### config.mk
export PLATFORM = sky130hd
export DESIGN_NAME = addsub_accumulator
export DESIGN_NICKNAME = d
export VERILOG_FILES = /design/src/rtl/addsub_pkg.sv /design/src/rtl/bin2bcd_seq.sv /design/src/rtl/addsub_accumulator.sv
export SDC_FILE = /design/constraint.sdc
export NUM_CORES = 1
export LEC_CHECK = 0
export ABC_AREA = 1
export ABC_CLOCK_PERIOD_IN_PS = 3260
export BUFFER_PORTS_ARGS = -buffer_cell sky130_fd_sc_hd__buf_2
export CAP_MARGIN = 40
export CORE_UTILIZATION = 50
export DETAILED_ROUTE_END_ITERATION = 8
export PLACE_DENSITY_LB_ADDON = 0.2
export SETUP_SLACK_MARGIN = 0.02
export SLEW_MARGIN = 20
export SYNTH_ARGS = -nofsm -noshare
export SYNTH_HDL_FRONTEND = slang
export SYNTH_SLANG_ARGS = --single-unit
### constraint.sdc
create_clock -name clk -period 3.26 [get_ports clk]
set_input_delay 0.163 -clock clk [delete_from_list [all_inputs] [get_ports clk]]
set_output_delay 0.163 -clock clk [all_outputs]
set_load 0.005 [all_outputs]
### src/rtl/addsub_pkg.sv
// Shared types and sizing helper for the sequential add/subtract accumulator.
package addsub_pkg;

  typedef enum logic [1:0] {
    OP_LOAD  = 2'b00,
    OP_ADD   = 2'b01,
    OP_SUB   = 2'b10,
    OP_CLEAR = 2'b11
  } op_t;

  typedef enum logic [1:0] {
    IDLE,
    EXEC,
    CONV,
    DONE
  } state_t;

  // Decimal digits needed for a magnitude of up to 2^(width-1); 77/256 ~ log10(2).
  function automatic int unsigned bcd_digits(input int unsigned width);
    return ((width - 1) * 77) / 256 + 1;
  endfunction

endpackage

### src/rtl/bin2bcd_seq.sv
// Iterative double-dabble binary to packed-BCD converter, one input bit per cycle.
module bin2bcd_seq #(
  parameter int unsigned WIDTH  = 8,
  parameter int unsigned DIGITS = 3
) (
  input  logic                  clk,
  input  logic                  rst_n,
  input  logic                  start,
  input  logic [WIDTH-1:0]      bin,
  output logic                  busy,
  output logic                  done,
  output logic [4*DIGITS-1:0]   bcd
);

  logic [WIDTH-1:0]    bin_q, bin_d;
  logic [4*DIGITS-1:0] bcd_q, bcd_d, adj;
  logic [5:0]          cnt_q, cnt_d;
  logic                busy_q, busy_d;
  logic                done_q, done_d;

  always_comb begin
    bin_d  = bin_q;
    bcd_d  = bcd_q;
    cnt_d  = cnt_q;
    busy_d = busy_q;
    done_d = 1'b0;
    adj    = bcd_q;
    for (int unsigned i = 0; i < DIGITS; i++) begin
      if (adj[4*i +: 4] >= 4'd5) adj[4*i +: 4] = adj[4*i +: 4] + 4'd3;
    end
    if (busy_q) begin
      bcd_d = {adj[4*DIGITS-2:0], bin_q[WIDTH-1]};
      bin_d = bin_q << 1;
      cnt_d = cnt_q - 6'd1;
      if (cnt_q == 6'd1) begin
        busy_d = 1'b0;
        done_d = 1'b1;
      end
    end else if (start) begin
      bin_d  = bin;
      bcd_d  = '0;
      cnt_d  = 6'(WIDTH);
      busy_d = 1'b1;
    end
  end

  always_ff @(posedge clk or negedge rst_n) begin
    if (!rst_n) begin
      bin_q  <= '0;
      bcd_q  <= '0;
      cnt_q  <= '0;
      busy_q <= 1'b0;
      done_q <= 1'b0;
    end else begin
      bin_q  <= bin_d;
      bcd_q  <= bcd_d;
      cnt_q  <= cnt_d;
      busy_q <= busy_d;
      done_q <= done_d;
    end
  end

  assign busy = busy_q;
  assign done = done_q;
  assign bcd  = bcd_q;

endmodule

### src/rtl/addsub_accumulator.sv
// Two's-complement accumulator with LOAD/ADD/SUB/CLEAR, overflow flags, optional
// saturation, and sign + BCD magnitude output produced by a sequential converter.
module addsub_accumulator
  import addsub_pkg::*;
#(
  parameter int unsigned WIDTH    = 8,
  parameter logic        SATURATE = 1'b0,
  localparam int unsigned DIGITS  = bcd_digits(WIDTH)
) (
  input  logic                clk,
  input  logic                rst_n,
  input  logic                start,
  input  logic [1:0]          op,
  input  logic [WIDTH-1:0]    operand,
  output logic                busy,
  output logic                done,
  output logic [WIDTH-1:0]    acc,
  output logic                carry,
  output logic                ovf,
  output logic                ovf_sticky,
  output logic                neg,
  output logic [4*DIGITS-1:0] bcd
);

  state_t              state_q, state_d;
  op_t                 op_q, op_d;
  logic [WIDTH-1:0]    operand_q, operand_d;
  logic [WIDTH-1:0]    acc_q, acc_d;
  logic                carry_q, carry_d;
  logic                ovf_q, ovf_d;
  logic                sticky_q, sticky_d;
  logic                neg_q, neg_d;
  logic [4*DIGITS-1:0] bcd_q, bcd_d;

  logic [WIDTH-1:0]    b_eff;
  logic                cin;
  logic [WIDTH:0]      sum;
  logic                add_ovf;
  logic                conv_start, conv_busy, conv_done;
  logic [WIDTH-1:0]    conv_bin;
  logic [4*DIGITS-1:0] conv_bcd;

  always_comb begin
    state_d    = state_q;
    op_d       = op_q;
    operand_d  = operand_q;
    acc_d      = acc_q;
    carry_d    = carry_q;
    ovf_d      = ovf_q;
    sticky_d   = sticky_q;
    neg_d      = neg_q;
    bcd_d      = bcd_q;
    conv_start = 1'b0;

    b_eff   = (op_q == OP_SUB) ? ~operand_q : operand_q;
    cin     = (op_q == OP_SUB);
    sum     = {1'b0, acc_q} + {1'b0, b_eff} + {{WIDTH{1'b0}}, cin};
    add_ovf = (acc_q[WIDTH-1] == b_eff[WIDTH-1]) && (sum[WIDTH-1] != acc_q[WIDTH-1]);

    case (state_q)
      IDLE: begin
        if (start) begin
          state_d   = EXEC;
          op_d      = op_t'(op);
          operand_d = operand;
        end
      end
      EXEC: begin
        state_d    = CONV;
        conv_start = 1'b1;
        case (op_q)
          OP_LOAD: begin
            acc_d   = operand_q;
            carry_d = 1'b0;
            ovf_d   = 1'b0;
          end
          OP_ADD, OP_SUB: begin
            acc_d   = sum[WIDTH-1:0];
            carry_d = sum[WIDTH];
            ovf_d   = add_ovf;
            if (add_ovf) begin
              sticky_d = 1'b1;
              // On overflow the true result carries the sign shared by both addends.
              if (SATURATE)
                acc_d = acc_q[WIDTH-1] ? {1'b1, {(WIDTH-1){1'b0}}} : {1'b0, {(WIDTH-1){1'b1}}};
            end
          end
          default: begin
            acc_d    = '0;
            carry_d  = 1'b0;
            ovf_d    = 1'b0;
            sticky_d = 1'b0;
          end
        endcase
      end
      CONV: begin
        if (conv_done && !conv_busy) begin
          state_d = DONE;
          neg_d   = acc_q[WIDTH-1];
          bcd_d   = conv_bcd;
        end
      end
      DONE:    state_d = IDLE;
      default: state_d = IDLE;
    endcase

    // Converter is loaded from the value being registered into acc this cycle.
    conv_bin = acc_d[WIDTH-1] ? ('0 - acc_d) : acc_d;
  end

  always_ff @(posedge clk or negedge rst_n) begin
    if (!rst_n) begin
      state_q   <= IDLE;
      op_q      <= OP_LOAD;
      operand_q <= '0;
      acc_q     <= '0;
      carry_q   <= 1'b0;
      ovf_q     <= 1'b0;
      sticky_q  <= 1'b0;
      neg_q     <= 1'b0;
      bcd_q     <= '0;
    end else begin
      state_q   <= state_d;
      op_q      <= op_d;
      operand_q <= operand_d;
      acc_q     <= acc_d;
      carry_q   <= carry_d;
      ovf_q     <= ovf_d;
      sticky_q  <= sticky_d;
      neg_q     <= neg_d;
      bcd_q     <= bcd_d;
    end
  end

  bin2bcd_seq #(
    .WIDTH (WIDTH),
    .DIGITS(DIGITS)
  ) u_conv (
    .clk  (clk),
    .rst_n(rst_n),
    .start(conv_start),
    .bin  (conv_bin),
    .busy (conv_busy),
    .done (conv_done),
    .bcd  (conv_bcd)
  );

  assign busy       = (state_q != IDLE);
  assign done       = (state_q == DONE);
  assign acc        = acc_q;
  assign carry      = carry_q;
  assign ovf        = ovf_q;
  assign ovf_sticky = sticky_q;
  assign neg        = neg_q;
  assign bcd        = bcd_q;

endmodule

Yosys cells after proc, flatten, opt, wreduce, memory -nomap -nowiden
Cells that the tools add are included.
{"block": "totals", "regBits": 64, "inputBits": 13, "elab_cells": 75}
{"block": "classes", "n_addsub": 7, "magnitude_cmp": 3, "n_eq_ne": 11, "muxes": 26, "bitwise": 2, "n_reduce_logical": 12}
{"op": "$mux W8", "n": 5}
{"op": "$mux W12", "n": 2}
{"op": "$pmux W8 S2", "n": 1}
{"op": "$ge A4 B3 Y1 const B", "n": 3}
{"op": "$mux W6", "n": 2}
{"op": "$add A8 B8 Y9", "n": 1}
{"op": "$add A9 B1 Y9", "n": 1}
{"op": "$mux W1", "n": 9}
{"op": "$add A4 B2 Y4 const B", "n": 2}
{"op": "$mux W4", "n": 2}
{"op": "$not A8 Y8", "n": 1}
{"op": "$pmux W2 S4", "n": 1}
{"op": "$sub A1 B8 Y8 const A", "n": 1}
{"op": "$eq A2 B2 Y1 const B", "n": 3}
{"op": "$eq A6 B1 Y1 const B", "n": 1}
{"op": "$ne A2 B2 Y1 const B", "n": 3}
{"op": "$reduce_and A2 Y1", "n": 3}
{"op": "$sub A6 B1 Y6 const B", "n": 1}
{"op": "$eq A2 B1 Y1 const B", "n": 2}
{"op": "$logic_not A2 Y1", "n": 2}
{"op": "$mux W2", "n": 2}
{"op": "$reduce_bool A2 Y1", "n": 2}
{"op": "$add A3 B2 Y3 const B", "n": 1}
{"op": "$mux W3", "n": 1}
{"op": "other kinds (8)", "n": 9}

Depth between registers and ports, before layout
{"block": "depth", "ltp_word": 10, "depth_mapped": 21}

Hierarchy
From an unflattened synthesis, not the netlist that was laid out.
{"block": "hier_totals", "cells_unflattened": 465, "area_unflattened_um2": 3834.9}
{"mod": "addsub_accumulator", "instances": 1, "cells_each": 274, "area_per_inst_um2": 2331.0}
{"mod": "bin2bcd_seq", "instances": 1, "cells_each": 191, "area_per_inst_um2": 1503.9}

Worst setup path after synthesis
Ideal clock, no wire load.
{"block": "synth_path", "path_type": "flip-flop to flip-flop", "from": "register op_q[0]", "to": "register u_conv.bin_q[6]", "setup_time_ns": 0.121, "arrival_time_ns": 2.495, "required_time_ns": 3.139, "slack_ns": 0.644, "stages_incl_launch_ff": 18, "n_path_buf": 1, "synth_period_minus_slack_ns": 2.616, "cell_sequence": "dfrtp_1 -> inv_1 -> ha_1 -> buf_6 -> xor2_1 -> fa_1 -> a22o_1 -> nand2_1 -> nand2_1 -> inv_1 -> ha_1 -> inv_1 -> nor2_1 -> nand3_1 -> o21ai_0 -> nand2_1 -> nand3_1 -> nand2_1"}
{"block": "synth_between", "elab_chain_len": 10, "word_cells_on_any_way": 13, "cone_classes": "3 x add/sub; 2 x eq/ne; 6 x mux; 2 x reduce/logical"}
{"element": "start: declaration", "line": "addsub_accumulator.sv:26", "text": "op_t op_q, op_d;"}
{"element": "start signal: assignment", "line": "addsub_accumulator.sv:124", "text": "op_q <= op_d;"}
{"element": "$eq A2 B2 Y1", "line": "addsub_accumulator.sv:55, addsub_accumulator.sv:56, addsub_accumulator.sv:71"}
{"element": "$mux W8", "line": "addsub_accumulator.sv:55", "text": "b_eff = (op_q == OP_SUB) ? ~operand_q : operand_q;"}
{"element": "$add A8 B8 Y9", "line": "addsub_accumulator.sv:57", "text": "sum = {1'b0, acc_q} + {1'b0, b_eff} + {{WIDTH{1'b0}}, cin};"}
{"element": "$add A9 B1 Y9", "line": "addsub_accumulator.sv:57"}
{"element": "$pmux W8 S2 *", "line": "addsub_accumulator.sv:71", "text": "case (op_q)"}
{"element": "$mux W8 *", "line": "addsub_accumulator.sv:60", "text": "case (state_q)"}
{"element": "net acc_d[1]", "line": "addsub_accumulator.sv:28", "text": "logic [WIDTH-1:0] acc_q, acc_d;"}
{"element": "$sub A1 B8 Y8 *", "line": "addsub_accumulator.sv:108", "text": "conv_bin = acc_d[WIDTH-1] ? ('0 - acc_d) : acc_d;"}
{"element": "$mux W8 *", "line": "addsub_accumulator.sv:108"}
{"element": "$mux W8 *", "line": "bin2bcd_seq.sv:39", "text": "end else if (start) begin"}
{"element": "$mux W8 *", "line": "bin2bcd_seq.sv:31", "text": "if (busy_q) begin"}
{"element": "end signal: assignment", "line": "bin2bcd_seq.sv:55", "text": "bin_q <= bin_d;"}
{"element": "end: declaration", "line": "bin2bcd_seq.sv:15", "text": "logic [WIDTH-1:0] bin_q, bin_d;"}
The timed path passes the listed nets; every way through them passes the cells marked *. The select of a mux whose other input is x is not followed.
A chain may end at the register's enable or synchronous reset.

Worst setup path after layout
Same ends and word-level chain as after synthesis.

==> impl_metrics.env <==
export IMPL_nFillCells=635
export IMPL_coreArea_sq_um=6870
export IMPL_ios=39
export IMPL_worstMarginPinSlew_ns=0.634
export IMPL_cts_root_buf="clkbuf_8"
export IMPL_hold_path_depth=2
export IMPL_vias=2971
export IMPL_clk_pin_slew_ns=0.08
export IMPL_clk_latency_ns=0.35
export IMPL_yosysWarnings=0
export IMPL_post_place_ws_ns=0.422
export IMPL_wl_per_cell_um=13.0
export IMPL_fin_crit_sh=0.877
export IMPL_cts_sinks=64
export IMPL_dp_hpwl_um=5580
export IMPL_n_antenna_cell=0
export IMPL_antenna_found_initial=0
export IMPL_synth_seq_area_share=0.447
export IMPL_yosys_top_cells_area="dfrtp_1 (45%), nand2_1 (11%), ha_1 (8.4%)"
export IMPL_numPortBuffers=38
export IMPL_hold_ws_ns=0.0435
export IMPL_drc=0
export IMPL_grt_usage=0.216
export IMPL_p_leak_nw=2.21
export IMPL_worstReg2RegStart="op_q[0]$_DFFE_PN0P_"
export IMPL_numCtsBuffers=9
export IMPL_die_x_um=86.7
export IMPL_final_hold_viol_count=0
export IMPL_yosys_cell_types_count=32
export IMPL_die_area_sq_um=7510
export IMPL_hold_end="operand_q[6]$_DFFE_PN0P_"
export IMPL_cap_violations=0
export IMPL_cts_tree="yes"
export IMPL_rsz0062_at_grt="no"
export IMPL_start_util=0.522
export IMPL_syn_num_nets=473
export IMPL_vdd_ir_drop_worst_uv=600
export IMPL_max_freq_mhz=350
export IMPL_min_delay_start="operand[6]"
export IMPL_clock_skew_ns=0.0137
export IMPL_synth_top_area_frac=0.447
export IMPL_maxSlewViolCount=0
export IMPL_setup_viol=0
export IMPL_ys_seq_elements=64
export IMPL_clk_path_buf_depth=2
export IMPL_fin_crit_ns=2.86
export IMPL_postLayoutCoreUtil=0.599
export IMPL_rr_worst_depth=16
export IMPL_first_iter_violations=151
export IMPL_avgSynthCellArea_sq_um=8.24
export IMPL_wl_um=7560
export IMPL_setup_tns_ns=0
export IMPL_htreeDepth=3
export IMPL_area_growth_pct=14.8
export IMPL_worstPathArrival_ns=3.10
export IMPL_grt_pass1_wl_um=12600
export IMPL_grt_overflow_total=0
export IMPL_crit_type="reg2reg"
export IMPL_cp_max_fo=4
export IMPL_dieHeight_um=86.7
export IMPL_first_pass_iters=4
export IMPL_power_w=0.00452
export IMPL_ys_flop_type="dfrtp_1"
export IMPL_p_per_area_nw_per_um2=1100
export IMPL_syn_inst=435
export IMPL_setup_ws_ns=0.399
export IMPL_multiInputGateArea_sq_um=1710
export IMPL_status="complete, no violations"
export IMPL_hold_class="in2reg"
export IMPL_ant_nets=0
export IMPL_syn_area_sq_um=3580
export IMPL_maxSlewHeadroom=0.576
export IMPL_synth_top_cell_by_area="dfrtp_1"
export IMPL_synth_edf_count=0
export IMPL_viasPerCell=5.10
export IMPL_grt_max_degree=31
export IMPL_async_flop_share=1.00
export IMPL_crit_path_end_kind="register"
export IMPL_num_rows=30
export IMPL_drive_above_1_share=0.175
export IMPL_rrSetupSlack_ns=0.40
export IMPL_first_global_vias=2812
export IMPL_place_congestion=0.880
export IMPL_rr_endpoint="u_conv.bin_q[6]$_DFFE_PN0P_"
export IMPL_nNetsFinal=519
export IMPL_cp_start_kind="register"
export IMPL_critical_path_required_ns=3.50
export IMPL_seq_area_sq_um=1600
## repair_timing
action	CTS	global route
hold endpoints to repair	37	0
buffers inserted	0	0
resized for setup	0	0
hold buffers	1	0
## cell usage after synthesis, types with 2 or more instances
master and n:
dfrtp_1 64, nand2_1 104, nand4_1 2, o21ai_0 41
inv_1 54, nor2_1 29, a21o_1 2, clkbuf_1 5
o32ai_1 2, o21ai_1 3, buf_2 3, a21oi_1 13
ha_1 24, xor2_1 9, buf_6 2, o31ai_1 2
a22oi_1 4, mux2_2 8, nand3_1 40, o22ai_1 4
nand2_4 2, inv_2 3, nand2_2 6
## final cells by class
class	count	share of cell area
sequential	64	0.389
tap	96	0.0292
timing repair buffer	46	0.0645
inverter	57	0.0520
clock inverter	6	0.0164
multi-input combinational	303	0.415
clock buffer	10	0.0335
## worst max-delay path, cell delays in order (launching register included)
cell     delay (ns)
dfrtp_1        0.38
inv_1          0.10
ha_1           0.31
xor2_1         0.28
fa_1           0.46
a22o_1         0.18
nand2_1        0.06
nand2_1        0.09
inv_1          0.10
ha_1           0.14
inv_1          0.06
nor2_1         0.10
nand3_1        0.14
o21ai_0        0.19
nand2_1        0.07
nand3_1        0.07
nand2_1        0.05
## metal layers
| layer | global-route usage | part of all wire | vias up |
|---|---|---|---|
| met2 | 0.343 | 0.45 | 69 |
| met5 | 0 | 0 | - |
| met1 | 0.296 | 0.48 | 1383 |
| met4 | 0.0864 | 0.017 | 0 |
| met3 | 0.0362 | 0.051 | 10 |
| li1 | - | - | 1509 |
## kinds of logic (layout without fill, tap and decap cells)
kind of cell,count (synthesis),after routing,synth area share
adder cells (fa/ha/maj),25,25,0.0894
XOR/XNOR,9,9,0.0220
AO/OA/AOI/OAI,74,74,0.115
flip-flops,64,64,0.447
AND/OR/NAND/NOR,187,187,0.225
buffers and inverters,68,119,0.0765
multiplexers,8,8,0.0251
## through the flow
stage	std cells	area, sq um
floorplan	435	3580
global placement	564	3880
detailed placement	565	3900
CTS	582	4110
global route	582	4110
finish	582	4110
## flip-flops by register name, indices dropped and copies added (netlist names), 2 cells and up
name,flops
u_conv.cnt_q,6
state_q,2
operand_q,8
op_q,2
bcd,12
acc,8
u_conv.bin_q,8
u_conv.bcd,12
## report_power, final
group	switching (W)	leakage [nW]	total, W	internal, W
registers	0.000224	0.817	0.00132	0.00109
clock network	0.000331	0.0989	0.000707	0.000376
logic	0.00157	1.30	0.00250	0.000930
## layout by cell type (no fill, tap or decap), drive strengths merged, types with 4 or more instances in the layout
master	count
a21oi	14
a22oi	4
buf	45
clkbuf	10
dfrtp	64
ha	24
inv	58
mux2	8
nand2	112
nand3	41
nor2	31
o21ai	44
o22ai	4
xor2	9
## worst max-delay path by stage
stage	start	end	slack [ns]	cells after the start
floorplan	op_q[0]$_DFFE_PN0P_	u_conv.bin_q[6]$_DFFE_PN0P_	0.64	17
global placement	op_q[0]$_DFFE_PN0P_	u_conv.bin_q[6]$_DFFE_PN0P_	0.55	16
detailed placement	op_q[0]$_DFFE_PN0P_	u_conv.bin_q[6]$_DFFE_PN0P_	0.42	16
CTS	op_q[0]$_DFFE_PN0P_	u_conv.bin_q[6]$_DFFE_PN0P_	0.42	16
global route	op_q[0]$_DFFE_PN0P_	u_conv.bin_q[6]$_DFFE_PN0P_	0.14	16
finish	op_q[0]$_DFFE_PN0P_	u_conv.bin_q[6]$_DFFE_PN0P_	0.40	16
Note: power is estimated with default switching activity, not from simulation.
